`src/rtl/serial_subtractor.sv`:
```
// Bit-serial subtractor: minuend - subtrahend - borrow_in, LSB first, one bit per clock.
// Start/busy/done handshake; outputs update only on the final bit edge.
module serial_subtractor #(
  parameter int WIDTH = 8
) (
  input  logic             sys_clk,
  input  logic             sys_rst,
  input  logic             start,
  input  logic [WIDTH-1:0] minuend,
  input  logic [WIDTH-1:0] subtrahend,
  input  logic             borrow_in,
  output logic             busy,
  output logic             done,
  output logic [WIDTH-1:0] difference,
  output logic             borrow_out,
  output logic             overflow
);

  localparam int CW = (WIDTH > 1) ? $clog2(WIDTH) : 1;

  typedef enum logic [1:0] {IDLE, BUSY, DONE} state_t;

  state_t           state, state_nxt;
  logic [WIDTH-1:0] a_sr, b_sr, d_sr;
  logic [WIDTH-1:0] d_nxt;
  logic [CW-1:0]    cnt;
  logic             br, br_nxt;
  logic             a_msb, b_msb;
  logic             a0, b0, d_bit;
  logic             last_bit;

  assign a0       = a_sr[0];
  assign b0       = b_sr[0];
  assign d_bit    = a0 ^ b0 ^ br;
  assign br_nxt   = (~a0 & b0) | (~(a0 ^ b0) & br);
  assign d_nxt    = {d_bit, d_sr[WIDTH-1:1]};
  assign last_bit = (state == BUSY) && (cnt == CW'(WIDTH - 1));

  always_ff @(posedge sys_clk or posedge sys_rst) begin
    if (sys_rst) state <= IDLE;
    else         state <= state_nxt;
  end

  always_comb begin
    state_nxt = state;
    case (state)
      IDLE:    if (start) state_nxt = BUSY;
      BUSY:    if (last_bit) state_nxt = DONE;
      DONE:    state_nxt = IDLE;
      default: state_nxt = IDLE;
    endcase
  end

  always_comb begin
    busy = 1'b0;
    done = 1'b0;
    case (state)
      BUSY:    busy = 1'b1;
      DONE:    done = 1'b1;
      default: ;
    endcase
  end

  always_ff @(posedge sys_clk or posedge sys_rst) begin
    if (sys_rst) begin
      a_sr       <= '0;
      b_sr       <= '0;
      d_sr       <= '0;
      cnt        <= '0;
      br         <= 1'b0;
      a_msb      <= 1'b0;
      b_msb      <= 1'b0;
      difference <= '0;
      borrow_out <= 1'b0;
      overflow   <= 1'b0;
    end else begin
      case (state)
        IDLE: begin
          if (start) begin
            a_sr  <= minuend;
            b_sr  <= subtrahend;
            br    <= borrow_in;
            cnt   <= '0;
            a_msb <= minuend[WIDTH-1];
            b_msb <= subtrahend[WIDTH-1];
          end
        end
        BUSY: begin
          d_sr <= d_nxt;
          a_sr <= a_sr >> 1;
          b_sr <= b_sr >> 1;
          br   <= br_nxt;
          if (last_bit) begin
            // d_bit is the result MSB on this edge
            difference <= d_nxt;
            borrow_out <= br_nxt;
            overflow   <= (a_msb ^ b_msb) & (d_bit ^ a_msb);
          end else begin
            cnt <= cnt + CW'(1);
          end
        end
        default: ;
      endcase
    end
  end

endmodule

```
`config.mk`:
```
export PLATFORM = sky130hd
export DESIGN_NAME = serial_subtractor
export DESIGN_NICKNAME = d
export VERILOG_FILES = /design/src/rtl/serial_subtractor.sv
export SDC_FILE = /design/constraint.sdc
export NUM_CORES = 1
export LEC_CHECK = 0
export ABC_AREA = 1
export CELL_PAD_IN_SITES_DETAIL_PLACEMENT = 0
export CELL_PAD_IN_SITES_GLOBAL_PLACEMENT = 2
export CORE_UTILIZATION = 31
export DETAILED_ROUTE_END_ITERATION = 10
export GPL_ROUTABILITY_DRIVEN = 0
export PLACE_DENSITY = 0.75
export REMOVE_ABC_BUFFERS = 1
export SLEW_MARGIN = 20
export SYNTH_ARGS = -nofsm -noshare
export SYNTH_HDL_FRONTEND = slang
export SYNTH_SLANG_ARGS = --single-unit
export TNS_END_PERCENT = 1
```
`constraint.sdc`:
```
create_clock -name sys_clk -period 1.77 [get_ports sys_clk]
set_input_delay 0.354 -clock sys_clk [delete_from_list [all_inputs] [get_ports sys_clk]]
set_output_delay 0.354 -clock sys_clk [all_outputs]
set_load 0.05 [all_outputs]
```
==> impl_metrics.csv, run 1 <==
group,metric,value,unit
sta,period_needed,1640,ps
cts,post_cts_buffers,0,
cells_and_area,multi_input_area,743,um2
power_and_ir_drop,p_leak,1.27,nW
cts,cts_tree,"yes",
setup_path,crit_arrival,1290,ps
global_routing,grt_overflow,0,
detailed_routing,viasPerCell,4.43,
setup_path,critical_path_class,"reg -> out",
global_routing,grt_start_max_net_pins,42,
cells_and_area,layout_commonest_cell,"nand2_1",
die,core_region_area,0.00599,mm2
global_routing,grt_pass1_wl,6.96,mm
placement,placed_area,0.00232,mm2
cells_and_area,area_growth,25.0,%
global_routing,first_global_vias,1529,
sta,slew_headroom,81.8,%
die,die_w,81.1,um
power_and_ir_drop,clockPowerShare,16.6,%
cells_and_area,drive_above_1_share,16.3,%
die,fp-row-count,28,
yosys,synth_mux_area_share,0,%
global_routing,antenna_found_initial,0,
global_routing,grt.total_usage,14.3,%
sta,hold_viol_final,0,
cells_and_area,final_nets,287,
yosys,synth_fa_ha_area_share,2.32,%
setup_path,r2r_slack,370,ps
yosys,post_synth_num_cell_types,21,
yosys,synth_cells,228,
placement,dp_hpwl,2.79,mm
sta,fin_crit_sh,92.8,%
power_and_ir_drop,irDropWorstVdd,0.000800,V
yosys,synth_simple_gate_area_share,28.7,%
setup_path,worst-path-max-fanout,13,
power_and_ir_drop,comb_power_share,47.9,%
run,drv_cap,0,
detailed_routing,firstDrtPassIters,4,
worst_hold_path,hp-class,"in -> async",
sta,slew_viol_final,0,
die,start_util,32.4,%
sta,setup_viol,0,
setup_path,start_kind,"flip-flop",
yosys,synth_compound_area_share,7.30,%
power_and_ir_drop,netSwitchingPower,0.00194,W
yosys,synth-seq-cells,41,
detailed_routing,dr.first_iter.drc_count,94,
detailed_routing,routed_wl,4.11,mm
sta,tightestPinTransition,273,ps
cells_and_area,fill_cells,634,
cts,hold_buffers,0,
cts,htree_num_levels,2,
cts,cts.clk_slew.worst_paths,80,ps
sta,fin_ws,127,ps
detailed_routing,drc,0,
cts,cts_sinks,41,
yosys,synth_top_family_by_area,"simple AND/OR/NAND/NOR gates",
cts,cts_buffers,5,
sta,rsz0062_at_grt,"false",
detailed_routing,num_vias,1502,
cells_and_area,layout_common_cells,"104 x nand2_1, 41 x dfrtp_1, 21 x nand3_1, 19 x clkdlybuf4s50_1",
cells_and_area,seq_area,0.00103,mm2
die,die_h,81.1,um
yosys,yosysSeqAreaShare,52.9,%
power_and_ir_drop,p_int,0.00252,W
yosys,ys_warn_count,0,
yosys,synth_area_per_cell,8.50,um2
power_and_ir_drop,p_seq_share,35.5,%
sta,fmax,0.609,GHz
cells_and_area,utilization,40.4,%
detailed_routing,ant_nets,0,
placement,pre_cts_ws,270,ps
cts,post_cts_resized,0,
cts,root_buffer,"clkbuf_8",
detailed_routing,wire_per_inst,12.1,um
placement,io_buffer_count,31,
cts,clock_latency,300,ps
yosys,async_flop_share,100,%
yosys,ys.flop_type,"dfrtp_1",
sta,finalClockSkew,6.21,ps
setup_path,cp.required,1420,ps
power_and_ir_drop,p_per_area,1840,mW/mm2
cts,clockBufferDepth,2,
yosys,syn_area,0.00194,mm2
yosys,synth_edf_count,0,
run_status,status,"finished clean",
cells_and_area,insertedDiodeCount,0,
power_and_ir_drop,switching_share,43.5,%
setup_path,cp-end-kind,"output pin",
sta,totalNegativeSetupSlack,0,ps
die,die_area,0.00657,mm2
cells_and_area,fin_area,0.00242,mm2
yosys,synthXorXnorAreaFrac,0,%
die,num_io_pins,32,
-- cell usage after synthesis, types with 2 or more instances --
| cell type | n | area [um2] |
|---|---|---|
| o21ai_2 | 8 | 70.1 |
| nor2_1 | 2 | 7.51 |
| inv_1 | 17 | 63.8 |
| dfrtp_1 | 41 | 1030 |
| inv_2 | 2 | 7.51 |
| buf_6 | 6 | 67.6 |
| ha_1 | 2 | 25.0 |
| o21ai_0 | 11 | 55.1 |
| nand2_1 | 104 | 390 |
| buf_4 | 2 | 15.0 |
| nand3_1 | 21 | 105 |
| nand4_1 | 3 | 18.8 |
-- layer usage --
metal | global-route usage, % | wire [um] | part of all wire (%)
met5 | 0 | 0 | 0
met4 | 3.75 | 36 | 0.88
met3 | 4.94 | 189 | 4.6
met2 | 23.3 | 1790 | 43
met1 | 17.9 | 2100 | 51
-- registers in the layout, indices dropped and copies added (netlist names) --
register and count:
difference 8, borrow_out 1, b_sr 8, cnt 3
a_msb 1, overflow 1, a_sr 8, br 1
b_msb 1, d_sr 7, state 2
-- worst max-delay path, cell delays in order, from the launching register on --
cell and delay (ps):
dfrtp_1 430, inv_2 170, nor2_1 220, buf_12 170
-- power groups by stage --
stage	clock [W]	sequential (W)	combinational (W)
2_1_floorplan	0	0.00194	0.00112
3_3_place_gp	0	0.00160	0.00216
4_1_cts	0.000763	0.00159	0.00219
3_5_place_dp	0	0.00160	0.00218
6_report	0.000741	0.00158	0.00214
5_1_grt	0.000805	0.00164	0.00242
-- worst paths after layout --
path | endpoint | start | depth (start not counted)
worst max-delay path | done | state[1]$_DFFE_PP0P_ | 3
worst min-delay path | difference[6]$_DFFE_PP0P_ | sys_rst | 3
worst max register to register | cnt[1]$_DFFE_PP0P_ | cnt[0]$_DFFE_PP0P_ | 6
worst min register to register | difference[0]$_DFFE_PP0P_ | d_sr[1]$_DFFE_PP0P_ | 2
max in group asynchronous | b_sr[7]$_DFFE_PP0P_ | sys_rst | 3
min in group sys_clk | difference[0]$_DFFE_PP0P_ | d_sr[1]$_DFFE_PP0P_ | 2
-- through the flow --
stage / std cells / hold WS (ps) / total power, W
finish: 339 / 409 / 0.00446
global route: 339 / 413 / 0.00487
CTS: 339 / 411 / 0.00454
detailed placement: 332 / 460 / 0.00378
global placement: 332 / 459 / 0.00376
floorplan: 218 / 442 / 0.00307
-- cell families (layout without fill, tap and decap cells) --
kind of cell / Yosys count / count (layout)
AOI/OAI and AO/OA: 20 / 20
adders and majority gates: 3 / 3
buffers and inverters: 30 / 66
DFF: 41 / 41
and+or+nand+nor: 134 / 134
-- final cells by class --
class | count | share of cell area (%)
tap | 75 | 3.87
multi-input combinational | 157 | 30.7
inverter | 20 | 3.20
sequential | 41 | 42.4
timing repair buffer | 39 | 15.6
clock buffer | 5 | 2.84
clock inverter | 2 | 1.45
No activity file was read; power rests on OpenSTA's default activity.
==> inputs of run 2 (changes only) <==
--- a/config.mk
+++ b/config.mk
@@ -8,6 +8,7 @@
 export ABC_AREA = 1
 export CELL_PAD_IN_SITES_DETAIL_PLACEMENT = 0
 export CELL_PAD_IN_SITES_GLOBAL_PLACEMENT = 2
+export CORE_ASPECT_RATIO = 1.5
 export CORE_UTILIZATION = 31
 export DETAILED_ROUTE_END_ITERATION = 10
 export GPL_ROUTABILITY_DRIVEN = 0
==> constraint.sdc (replaced) <==
create_clock -name sys_clk -period 1.8 [get_ports sys_clk]
set_input_delay 0.36 -clock sys_clk [delete_from_list [all_inputs] [get_ports sys_clk]]
set_output_delay 0.36 -clock sys_clk [all_outputs]
set_load 0.05 [all_outputs]
==> impl_metrics.csv, run 2 (synthesis gave the netlist of run 1 again) <==
group,metric,value,unit
cts,cts_sinks,41,
global_routing,grt_pass1_wl,7.19,mm
setup_path,crit_arrival,1280,ps
sta,period_needed,1640,ps
placement,dp_hpwl,2.81,mm
die,die_area,0.00658,mm2
cts,clockBufferDepth,2,
detailed_routing,top_layer_used,"met4",
setup_path,start_kind,"flip-flop",
cells_and_area,insertedDiodeCount,0,
cells_and_area,fill_cells,636,
die,start_util,32.8,%
die,num_io_pins,32,
setup_path,r2r-start,"cnt[0]$_DFFE_PP0P_",
cts,cts_buffers,5,
detailed_routing,wire_per_inst,12.0,um
cts,root_buffer,"clkbuf_8",
sta,totalNegativeSetupSlack,0,ps
detailed_routing,wl_met2,2.01,mm
setup_path,r2r-end,"cnt[1]$_DFFE_PP0P_",
sta,tightestPinTransition,320,ps
run_status,status,"finished clean",
power_and_ir_drop,netSwitchingPower,0.00188,W
cells_and_area,area_growth,23.3,%
cells_and_area,drive_above_1_share,16.3,%
global_routing,grt_start_max_net_pins,42,
sta,fmax,0.609,GHz
detailed_routing,viasPerCell,4.45,
setup_path,critical_path_class,"reg -> out",
cts,clock_latency,290,ps
setup_path,r2r_slack,430,ps
detailed_routing,firstDrtPassIters,4,
sta,setup_viol,0,
power_and_ir_drop,comb_power_share,48.9,%
worst_hold_path,hp-class,"in -> async",
die,die_w,66.6,um
detailed_routing,met3WireLength,117,um
detailed_routing,routed_wl,4.02,mm
power_and_ir_drop,totalPowerFinal,0.00421,W
sta,rsz0062_at_grt,"false",
cells_and_area,layout_commonest_cell,"nand2_1",
global_routing,grt_overflow,0,
setup_path,cp.required,1440,ps
sta,finalClockSkew,5.41,ps
power_and_ir_drop,p_seq_share,37.9,%
power_and_ir_drop,p_int,0.00233,W
sta,slew_headroom,78.7,%
sta,slew_viol_final,0,
cts,cts_tree,"yes",
die,core_region_area,0.00591,mm2
power_and_ir_drop,clockPowerShare,13.2,%
detailed_routing,num_vias,1490,
sta,hold_viol_final,0,
cts,htree_num_levels,2,
cts,post_cts_buffers,0,
power_and_ir_drop,irDropWorstVdd,0.000484,V
setup_path,reg2regPathDepth,6,
cts,cts.clk_slew.worst_paths,80,ps
power_and_ir_drop,p_leak,1.25,nW
setup_path,worst-path-max-fanout,12,
sta,fin_crit_sh,91.2,%
setup_path,cp-end-kind,"output pin",
power_and_ir_drop,switching_share,44.6,%
cells_and_area,layout_common_cells,"104 x nand2_1, 40 x dfrtp_1, 21 x nand3_1, 19 x clkdlybuf4s50_1",
cells_and_area,utilization,40.4,%
global_routing,grt.total_usage,14.6,%
placement,placed_area,0.00231,mm2
detailed_routing,dr.first_iter.drc_count,52,
cells_and_area,reg.largest.list,"a_sr (8), b_sr (8), difference (8)",
power_and_ir_drop,p_per_area,1760,mW/mm2
cts,hold_buffers,0,
run,drv_cap,0,
cells_and_area,final_nets,287,
detailed_routing,ant_nets,0,
die,die_h,98.8,um
detailed_routing,drc,0,
global_routing,first_global_vias,1464,
placement,io_buffer_count,31,
cells_and_area,fin_area,0.00239,mm2
detailed_routing,m1WireLength,1.83,mm
global_routing,antenna_found_initial,0,
cts,post_cts_resized,1,
die,fp-row-count,34,
-- run 2: changes by cell type in the layout (fill, tap and decap cells not counted), sizes merged --
| cell | change |
|---|---|
| bufinv | -1 |
-- run 2: worst max-delay path by stage --
stage                               startpoint                   to  depth (start not counted)
after global routing      state[0]$_DFFE_PP0P_                 busy                          3
after global placement    state[0]$_DFFE_PP0P_                 busy                          3
final                     state[0]$_DFFE_PP0P_                 busy                          3
after CTS                 state[0]$_DFFE_PP0P_                 busy                          3
after detailed placement                 start  a_sr[1]$_DFFE_PP0P_                          5
after floorplan           state[0]$_DFFE_PP0P_                 done                          1
-- run 2: area by class of cell --
| class | instances | area, um2 | share of cell area [%] |
|---|---|---|---|
| Clock buffer | 5 | 68.8 | 2.88 |
| Clock inverter | 1 | 5.00 | 0.209 |
| Sequential cell | 41 | 1030 | 43.0 |
| Inverter | 20 | 77.6 | 3.25 |
| Timing Repair Buffer | 39 | 378 | 15.8 |
| Multi-Input combinational cell | 157 | 743 | 31.1 |
| Tap cell | 72 | 90.1 | 3.77 |
-- run 2: metal layers --
layer	track usage (%)	vias to the layer above
met3	3.13	6
met1	19.2	679
met2	23.2	27
met4	5.40	0
li1	-	778
met5	0	-
-- run 2: worst max-delay path, stage by stage (launching register included) --
cell     delay, ps
dfrtp_2        560
inv_2           80
nor2_4         180
buf_12         170
-- run 2: through the flow --
step           cells  hold WS [ps]  worst slack, ps
2_1_floorplan    218           442              131
3_3_place_gp     329           463              273
3_5_place_dp     329           469              288
4_1_cts          335           432              146
5_1_grt          335           452             73.8
6_report         335           427              159
-- run 2: power groups by stage --
| stage | sequential (W) | clock (W) | combinational, W |
|---|---|---|---|
| global placement | 0.00161 | 0 | 0.00209 |
| floorplan | 0.00191 | 0 | 0.00110 |
| finish | 0.00159 | 0.000556 | 0.00206 |
| global route | 0.00167 | 0.000617 | 0.00235 |
| detailed placement | 0.00161 | 0 | 0.00211 |
| CTS | 0.00160 | 0.000586 | 0.00211 |
